$ cat src/rtl/dlatch_bank_writer.sv
// Write-side driver for a bank of level-sensitive D latches.
// Serialises a parallel word onto one shared data line, LSB first.
// Each bit is written as setup, then a one-hot gate pulse, then hold.
// Also issues a bank-wide clear on the latches' active-low reset.
module dlatch_bank_writer #(
  parameter int unsigned N     = 8,
  parameter int unsigned SETUP = 1,
  parameter int unsigned PULSE = 1,
  parameter int unsigned HOLD  = 1
) (
  input  logic         clk,
  input  logic         rst,
  input  logic         start,
  input  logic         clear,
  input  logic [N-1:0] din,
  output logic         busy,
  output logic         done,
  output logic         lat_d,
  output logic [N-1:0] lat_gate,
  output logic         lat_rst_n
);

  localparam int unsigned MaxSp = (SETUP > PULSE) ? SETUP : PULSE;
  localparam int unsigned MaxT  = (MaxSp > HOLD) ? MaxSp : HOLD;
  localparam int unsigned CntW  = $clog2(MaxT + 1);
  localparam int unsigned IdxW  = $clog2(N + 1);

  typedef enum logic [2:0] {StIdle, StClr, StSetup, StGate, StHold} state_e;

  state_e          state_q, state_d;
  logic [CntW-1:0] cnt_q, cnt_d;
  logic [IdxW-1:0] idx_q, idx_d;
  // Word being written; shifted right per bit so bit 0 is always the current one.
  logic [N-1:0]    shadow_q, shadow_d;
  logic            fin;

  logic            busy_d, done_d, lat_d_d, lat_rst_n_d;
  logic [N-1:0]    lat_gate_d;

  // State and datapath registers.
  always_ff @(posedge clk) begin
    if (rst) begin
      state_q  <= StIdle;
      cnt_q    <= '0;
      idx_q    <= '0;
      shadow_q <= '0;
    end else begin
      state_q  <= state_d;
      cnt_q    <= cnt_d;
      idx_q    <= idx_d;
      shadow_q <= shadow_d;
    end
  end

  // Next-state logic: each phase dwells for its cycle count, then advances.
  always_comb begin
    state_d  = state_q;
    cnt_d    = cnt_q;
    idx_d    = idx_q;
    shadow_d = shadow_q;
    fin      = 1'b0;
    unique case (state_q)
      StIdle: begin
        if (clear) begin
          state_d = StClr;
          cnt_d   = '0;
        end else if (start) begin
          state_d  = StSetup;
          shadow_d = din;
          idx_d    = '0;
          cnt_d    = '0;
        end
      end
      StClr: begin
        if (cnt_q == CntW'(PULSE - 1)) begin
          state_d = StIdle;
          cnt_d   = '0;
          fin     = 1'b1;
        end else begin
          cnt_d = cnt_q + CntW'(1);
        end
      end
      StSetup: begin
        if (cnt_q == CntW'(SETUP - 1)) begin
          state_d = StGate;
          cnt_d   = '0;
        end else begin
          cnt_d = cnt_q + CntW'(1);
        end
      end
      StGate: begin
        if (cnt_q == CntW'(PULSE - 1)) begin
          state_d = StHold;
          cnt_d   = '0;
        end else begin
          cnt_d = cnt_q + CntW'(1);
        end
      end
      StHold: begin
        if (cnt_q == CntW'(HOLD - 1)) begin
          cnt_d = '0;
          if (idx_q == IdxW'(N - 1)) begin
            state_d = StIdle;
            fin     = 1'b1;
          end else begin
            state_d  = StSetup;
            idx_d    = idx_q + IdxW'(1);
            shadow_d = shadow_q >> 1;
          end
        end else begin
          cnt_d = cnt_q + CntW'(1);
        end
      end
      default: state_d = StIdle;
    endcase
  end

  // Output decode from the next state so every output leaves a flop.
  // lat_d only changes on entry to setup, when the gate is guaranteed closed.
  always_comb begin
    busy_d      = (state_d != StIdle);
    done_d      = fin;
    lat_rst_n_d = (state_d != StClr);
    lat_gate_d  = (state_d == StGate) ? (N'(1) << idx_d) : '0;
    lat_d_d     = (state_d == StSetup) ? shadow_d[0] : lat_d;
  end

  // Output registers.
  always_ff @(posedge clk) begin
    if (rst) begin
      busy      <= 1'b0;
      done      <= 1'b0;
      lat_d     <= 1'b0;
      lat_gate  <= '0;
      lat_rst_n <= 1'b1;
    end else begin
      busy      <= busy_d;
      done      <= done_d;
      lat_d     <= lat_d_d;
      lat_gate  <= lat_gate_d;
      lat_rst_n <= lat_rst_n_d;
    end
  end

endmodule
$ cat config.mk
export PLATFORM = sky130hd
export DESIGN_NAME = dlatch_bank_writer
export DESIGN_NICKNAME = d
export VERILOG_FILES = /design/src/rtl/dlatch_bank_writer.sv
export SDC_FILE = /design/constraint.sdc
export NUM_CORES = 1
export LEC_CHECK = 0
export CAP_MARGIN = 30
export CORE_MARGIN = 5
export CORE_UTILIZATION = 37
export DETAILED_ROUTE_END_ITERATION = 7
export GPL_TIMING_DRIVEN = 0
export PLACE_DENSITY = 0.71
export SETUP_SLACK_MARGIN = 0.4
export SYNTH_ARGS = -nofsm -noshare
export SYNTH_HDL_FRONTEND = slang
export SYNTH_SLANG_ARGS = --single-unit
$ cat constraint.sdc
create_clock -name clk -period 2 [get_ports clk]
set_input_delay 0.4 -clock clk [delete_from_list [all_inputs] [get_ports clk]]
set_output_delay 0.4 -clock clk [all_outputs]
set_load 0.005 [all_outputs]
After elaboration in Yosys (flattened, before gate mapping)
Cells that the tools add are included.
{ "word_totals": {"reg_bits": 28, "latchBits": 0, "ram_bits": 0, "mem_bits_ro": 0, "input_bits": 12, "output_inout_bits": 12, "word_cells": 61, "memories": 0} }
{ "op_classes": {"n_addsub": 2, "multipliers": 0, "div": 0, "n_lt_le_gt_ge": 0, "n_eq_ne": 13, "shifts": 1, "n_mux": 26, "bitwise": 1, "n_reduce_logical": 8} }
{ "op_table": {"columns": ["operator", "count"], "rows": [
  ["8-bit two-way mux", 4],
  ["3-bit two-way mux", 6],
  ["4-bit two-way mux", 4],
  ["8-bit one-hot mux with 2 select lines", 1],
  ["3-bit one-hot mux with 5 select lines", 1],
  ["3-bit by 2-bit == test with 1-bit output, second input constant", 4],
  ["2-bit inequality test, second input constant", 4],
  ["4-bit one-hot mux with 2 select lines", 1],
  ["1-bit by 4-bit left shift with 8-bit output, first input constant", 1],
  ["1-bit two-way mux", 6],
  ["5-bit AND reduction", 1],
  ["4-bit by 1-bit adder with 4-bit output, second input constant", 1],
  ["4-bit by 3-bit == test with 1-bit output, second input constant", 1],
  ["1-bit one-hot mux with 2 select lines", 2],
  ["2-bit nonzero test", 2],
  ["4-bit OR reduction", 1],
  ["3-bit by 1-bit == test with 1-bit output, second input constant", 1],
  ["3-bit == test, second input constant", 1],
  ["3-bit logical NOT", 1],
  ["3-bit by 1-bit inequality test with 1-bit output, second input constant", 1],
  ["3-bit inequality test, second input constant", 1],
  ["3-bit nonzero test", 1],
  ["2-bit two-way mux", 1],
  ["2-bit AND reduction", 1],
  ["other kinds (3)", 3]
]} }

Longest topological paths before layout
{ "depth": {"depth_word": 7, "ltp_mapped": 8, "ltp_nobuf": 6} }

Worst setup path after synthesis
Ideal clock, no wire load.
{ "synth_timing": {"kind": "flip-flop to flip-flop", "start": "register idx_q[0]", "end": "register lat_gate[4]", "setup_time_ns": 0.065, "arrival_time_ns": 1.532, "t_required_ns": 1.935, "slack_ns": 0.403, "stages_incl_launch_ff": 8, "path_buffers": 2, "period_less_slack_ns": 1.597, "path_cell_list": "dfxtp_1 ha_1 and3b_1 buf_2 nor2_4 buf_4 o32a_1 nor2_1"} }
{ "synth_between": {"elab_chain_len": 7, "elab_cells_between_ends": 14, "cone_classes": "add/sub (1); eq/ne (2); shift (1); mux (8); bitwise (1); reduce/logical (1)"} }
{ "synth_lines": {"columns": ["element", "line_no", "source"], "rows": [
  ["start: declaration", "32", "logic [IdxW-1:0] idx_q, idx_d;"],
  ["start signal: assignment", "50", "idx_q <= idx_d;"],
  ["4-bit by 3-bit == test with 1-bit output", "102", "if (idx_q == IdxW'(N - 1)) begin"],
  ["2-bit two-way mux", "102", null],
  ["3-bit two-way mux", "100", "if (cnt_q == CntW'(HOLD - 1)) begin"],
  ["3-bit one-hot mux with 5 select lines", "62", "unique case (state_q)"],
  ["3-bit by 2-bit == test with 1-bit output", "124", "lat_gate_d = (state_d == StGate) ? (N'(1) << idx_d) : '0;"],
  ["1-bit NOT (no line)", null, null],
  ["2-bit OR reduction (no line)", null, null],
  ["end signal: assignment", "140", "lat_gate <= lat_gate_d;"],
  ["end: declaration", "19", "output logic [N-1:0] lat_gate,"]
]} }
Several ways; a longest one is shown, not always the timed one.
A chain may end at the register's enable or synchronous reset.

Worst setup path after layout
{ "layout_timing": {"start": "register state_q[2]", "end": "register lat_gate[0]"} }
{ "layout_between": {"elab_chain_len": 6, "elab_cells_between_ends": 17, "cone_classes": "eq/ne (5); shift (1); mux (8); bitwise (1); reduce/logical (2)"} }
{ "layout_lines": {"columns": ["element", "line_no", "source"], "rows": [
  ["start: declaration", "30", "state_e state_q, state_d;"],
  ["start signal: assignment", "43", "state_q <= StIdle;"],
  ["start signal: assignment", "48", "state_q <= state_d;"],
  ["3-bit two-way mux", "67", "end else if (start) begin"],
  ["3-bit two-way mux", "64", "if (clear) begin"],
  ["3-bit one-hot mux with 5 select lines", "62", null],
  ["3-bit by 2-bit == test with 1-bit output", "124", null],
  ["1-bit NOT (no line)", null, null],
  ["2-bit OR reduction (no line)", null, null]
]} }
Several ways; a longest one is shown, not always the timed one.

==> results_tabular.tex <==
\begin{tabular}{lr}
\hline
Metric & Value \\
\hline
\multicolumn{2}{l}{\textbf{Synth}} \\
Portion of synthesized cell area occupied by the leading cell type & 47.3\% \\
Most common cell in the netlist & sky130\_fd\_sc\_hd\_\_dfxtp\_1 \\
Number of synthesis warnings & 0 \\
Area leader, netlist & sky130\_fd\_sc\_hd\_\_dfxtp\_1 \\
Syn\_nets & 131 \\
Async set or reset register ratio after synthesis & 0\% \\
Cell types occupying the most area after synthesis & sky130\_fd\_sc\_hd\_\_dfxtp\_1 47\%, sky130\_fd\_sc\_hd\_\_a22oi\_1 6.1\%, sky130\_fd\_sc\_hd\_\_nor2\_1 5.5\%, sky130\_fd\_sc\_hd\_\_a21oi\_1 5.0\%, sky130\_fd\_sc\_hd\_\_nand2\_1 3.4\% \\
Flop and latch count out of synthesis & 26 \\
Primary flip-flop cell chosen by synthesis mapping & sky130\_fd\_sc\_hd\_\_dfxtp\_1 \\
Count of different cell masters after synthesis & 38 \\
Count of mapped cells out of synthesis & 118 \\
Number of enable flip-flop cells after synthesis & 0 \\
Top cells by count, synth & 26 x sky130\_fd\_sc\_hd\_\_dfxtp\_1, 16 x sky130\_fd\_sc\_hd\_\_nor2\_1, 11 x sky130\_fd\_sc\_hd\_\_a21oi\_1 \\
Area of the mapped netlist & 1100 sq um \\
Synthesized area per cell & 9.33 sq um \\
Sequential element share of the synthesized area & 47.3\% \\
\multicolumn{2}{l}{\textbf{Power and ir drop}} \\
Power density cells & 578 nW/um\^{}2 \\
Total leakage power & 0.595 nW \\
Highest ir drop seen on vdd & 268 uV \\
Final total power & 0.887 mW \\
\multicolumn{2}{l}{\textbf{Global routing}} \\
Number of antenna violations at the first check in global routing & 0 \\
Global-route wire length before repair & 4330 um \\
All-layer global routing usage & 13.4\% \\
Number of global-route vias before repair & 964 \\
Largest net degree at the start of global routing & 14 \\
Gr ovfl total & 0 \\
\multicolumn{2}{l}{\textbf{Floorplan}} \\
Placeable core region & 2810 sq um \\
Floorplan die width & 64.6 um \\
Chip Height & 64.6 um \\
Site Rows & 19 \\
Total die area & 4170 sq um \\
Count of pins on the block boundary & 24 \\
Effective utilization at floorplan & 39.3\% \\
\multicolumn{2}{l}{\textbf{Timing}} \\
Final slew viol count & 0 \\
Count of final hold-check violations & 0 \\
Setup repair after global routing missed its margin & true \\
Tightest slew margin relative to the limit & 70.5\% \\
Final setup violation count & 0 \\
Clock skew after layout & 0.0235 ns \\
Tcrit/Tclk final & 79.0\% \\
Maximum clock frequency & 0.633 GHz \\
Slew at the pin closest to its max-slew limit & 0.442 ns \\
Period minus WS final & 1.58 ns \\
\multicolumn{2}{l}{\textbf{Final layout}} \\
Final-stage net count & 164 \\
Area growth from synthesis to layout & 39.3\% \\
Multi-input gate area in the final layout & 606 sq um \\
Fill cell instance count of the final layout & 258 \\
Antenna cells & 0 \\
Footprint of the flip-flops and latches & 538 sq um \\
Fraction of layout instances using a drive strength above 1 & 26.2\% \\
Final cell count without fillers & 180 \\
\multicolumn{2}{l}{\textbf{Clock tree}} \\
CTS Root Cell & sky130\_fd\_sc\_hd\_\_clkbuf\_4 \\
Inserted Clock Buffers & 3 \\
H-tree lvl count & 1 \\
Maximum buffer depth of the clock tree & 2 \\
Clock slew seen by the registers of the worst setup and hold paths & 0.15 ns \\
Clock sink total & 26 \\
CTS tree & built \\
Later-pin clock latency in the skew report & 0.32 ns \\
\multicolumn{2}{l}{\textbf{Critical path}} \\
CP Capture Type & register \\
Worst-path fanout max & 10 \\
Arrival @ worst endpoint & 1.79 ns \\
Worst Setup Start Kind & register \\
Required time worst endpoint & 2.21 ns \\
Crit Path Class & register to register \\
Reg-to-reg setup timing slack & 0.42 ns \\
\multicolumn{2}{l}{\textbf{Route}} \\
Total number of vias & 983 \\
Number of iterations in the first detailed-routing pass & 4 \\
Remaining routing DRC violations & 0 \\
Wire length after detailed routing & 2550 um \\
Via density per instance & 5.46 \\
Wire length per cell after detailed routing & 14.2 um \\
Antenna-violating nets left & 0 \\
Starting DRT DRC Count & 26 \\
\multicolumn{2}{l}{\textbf{Min path}} \\
Worst hold path type & primary input to register \\
\multicolumn{2}{l}{\textbf{Placed design}} \\
Routability cong. & 0.731 \\
Cells after DPL & 171 \\
Count of input and output buffers & 22 \\
Total half-perimeter wirelength after legalization and detailed placement & 1830 um \\
\multicolumn{2}{l}{\textbf{Run status}} \\
Result of the run & completed \\
\multicolumn{2}{l}{\textbf{Job}} \\
Max Cap Viol & 0 \\
\hline
\end{tabular}
metrics by stage:
step           worst slack [ns]  hold slack (ns)  instance area, sq um  setup TNS [ns]  util (%)
3_3_place_gp            -0.0690            0.442                  1360          -0.203      48.5
3_5_place_dp             -0.156            0.452                  1360          -0.605      48.5
4_1_cts                   0.400            0.449                  1460               0      52.0
6_report                  0.419            0.444                  1530               0      54.7
2_1_floorplan             0.403            0.437                  1100               0         -
5_1_grt                   0.342            0.473                  1530               0      54.7
power by group:
group,total [mW],internal (mW),leakage (nW),switching [mW]
Clock,0.220,0.0705,0.0138,0.149
Sequential,0.545,0.533,0.216,0.0120
Combinational,0.123,0.0651,0.366,0.0575
layer usage:
layer / share of wire (%) / vias up / global-route usage, %
met4: 2.5 / 0 / 7.39
met2: 51 / 21 / 22.9
li1: - / 485 / -
met3: 2.9 / 6 / 2.76
met5: 0 / - / 0
met1: 44 / 471 / 15.7
sequential cells by signal, indices dropped and copies added, names as in the netlist:
register,cells
lat_gate,8
shadow_q,7
idx_q,4
state_q,3
busy,1
done,1
lat_d,1
lat_rst_n,1
cell usage in the layout (no fill, tap or decap), types with 2 or more instances in the layout:
cell	n
sky130_fd_sc_hd__a21oi_1	10
sky130_fd_sc_hd__a22oi_1	7
sky130_fd_sc_hd__a22oi_2	2
sky130_fd_sc_hd__and3_1	2
sky130_fd_sc_hd__and3b_1	2
sky130_fd_sc_hd__buf_4	6
sky130_fd_sc_hd__buf_6	4
sky130_fd_sc_hd__clkbuf_1	2
sky130_fd_sc_hd__clkbuf_4	3
sky130_fd_sc_hd__clkdlybuf4s50_1	19
sky130_fd_sc_hd__dfxtp_1	18
sky130_fd_sc_hd__dfxtp_2	5
sky130_fd_sc_hd__dfxtp_4	3
sky130_fd_sc_hd__dlymetal6s2s_1	3
sky130_fd_sc_hd__nand2_1	10
sky130_fd_sc_hd__nand3_1	2
sky130_fd_sc_hd__nor2_1	14
sky130_fd_sc_hd__nor2_2	2
sky130_fd_sc_hd__nor2_4	2
sky130_fd_sc_hd__nor2b_1	4
sky130_fd_sc_hd__nor3b_1	2
sky130_fd_sc_hd__o21ai_0	2
sky130_fd_sc_hd__o21ai_2	3
kinds of logic after synthesis:
| group | count (synthesis) | share of synthesized area (%) |
|---|---|---|
| AOI/OAI and AO/OA | 36 | 23.6 |
| DFF | 26 | 47.3 |
| and+or+nand+nor | 48 | 24.9 |
| buffers and inverters | 7 | 3.07 |
| adders and majority gates | 1 | 1.14 |
worst paths after layout:
check	start	end	cells after the start
max	state_q[2]$_SDFF_PP0_	lat_gate[0]$_SDFF_PP0_	5
max reg2reg	state_q[2]$_SDFF_PP0_	lat_gate[0]$_SDFF_PP0_	5
min reg2reg	lat_d$_SDFFE_PP0N_	lat_d$_SDFFE_PP0N_	2
min	rst	shadow_q[1]$_SDFFE_PP0P_	2
worst max-delay path, cell delays in order, from the launching register on:
cell	delay, ns
sky130_fd_sc_hd__dfxtp_4	0.40
sky130_fd_sc_hd__or3b_4	0.45
sky130_fd_sc_hd__nor2_4	0.20
sky130_fd_sc_hd__buf_6	0.18
sky130_fd_sc_hd__o32a_1	0.19
sky130_fd_sc_hd__nor2_1	0.06
what timing repair did:
action | CTS | global route
setup endpoints to repair | 19 | 23
hold buffers | 0 | 0
gates cloned | 0 | 0
pin swaps | 1 | 9
resized for setup | 18 | 16
setup buffers | 3 | 3
layout make-up:
class	instances	area share (%)
Tap cell	31	2.53
Sequential cell	26	35.1
Timing Repair Buffer	28	17.8
Clock buffer	3	1.47
Buffer	6	3.43
Multi-Input combinational cell	85	39.5
Inverter	1	0.245
Note: power is estimated with default switching activity, not from simulation.
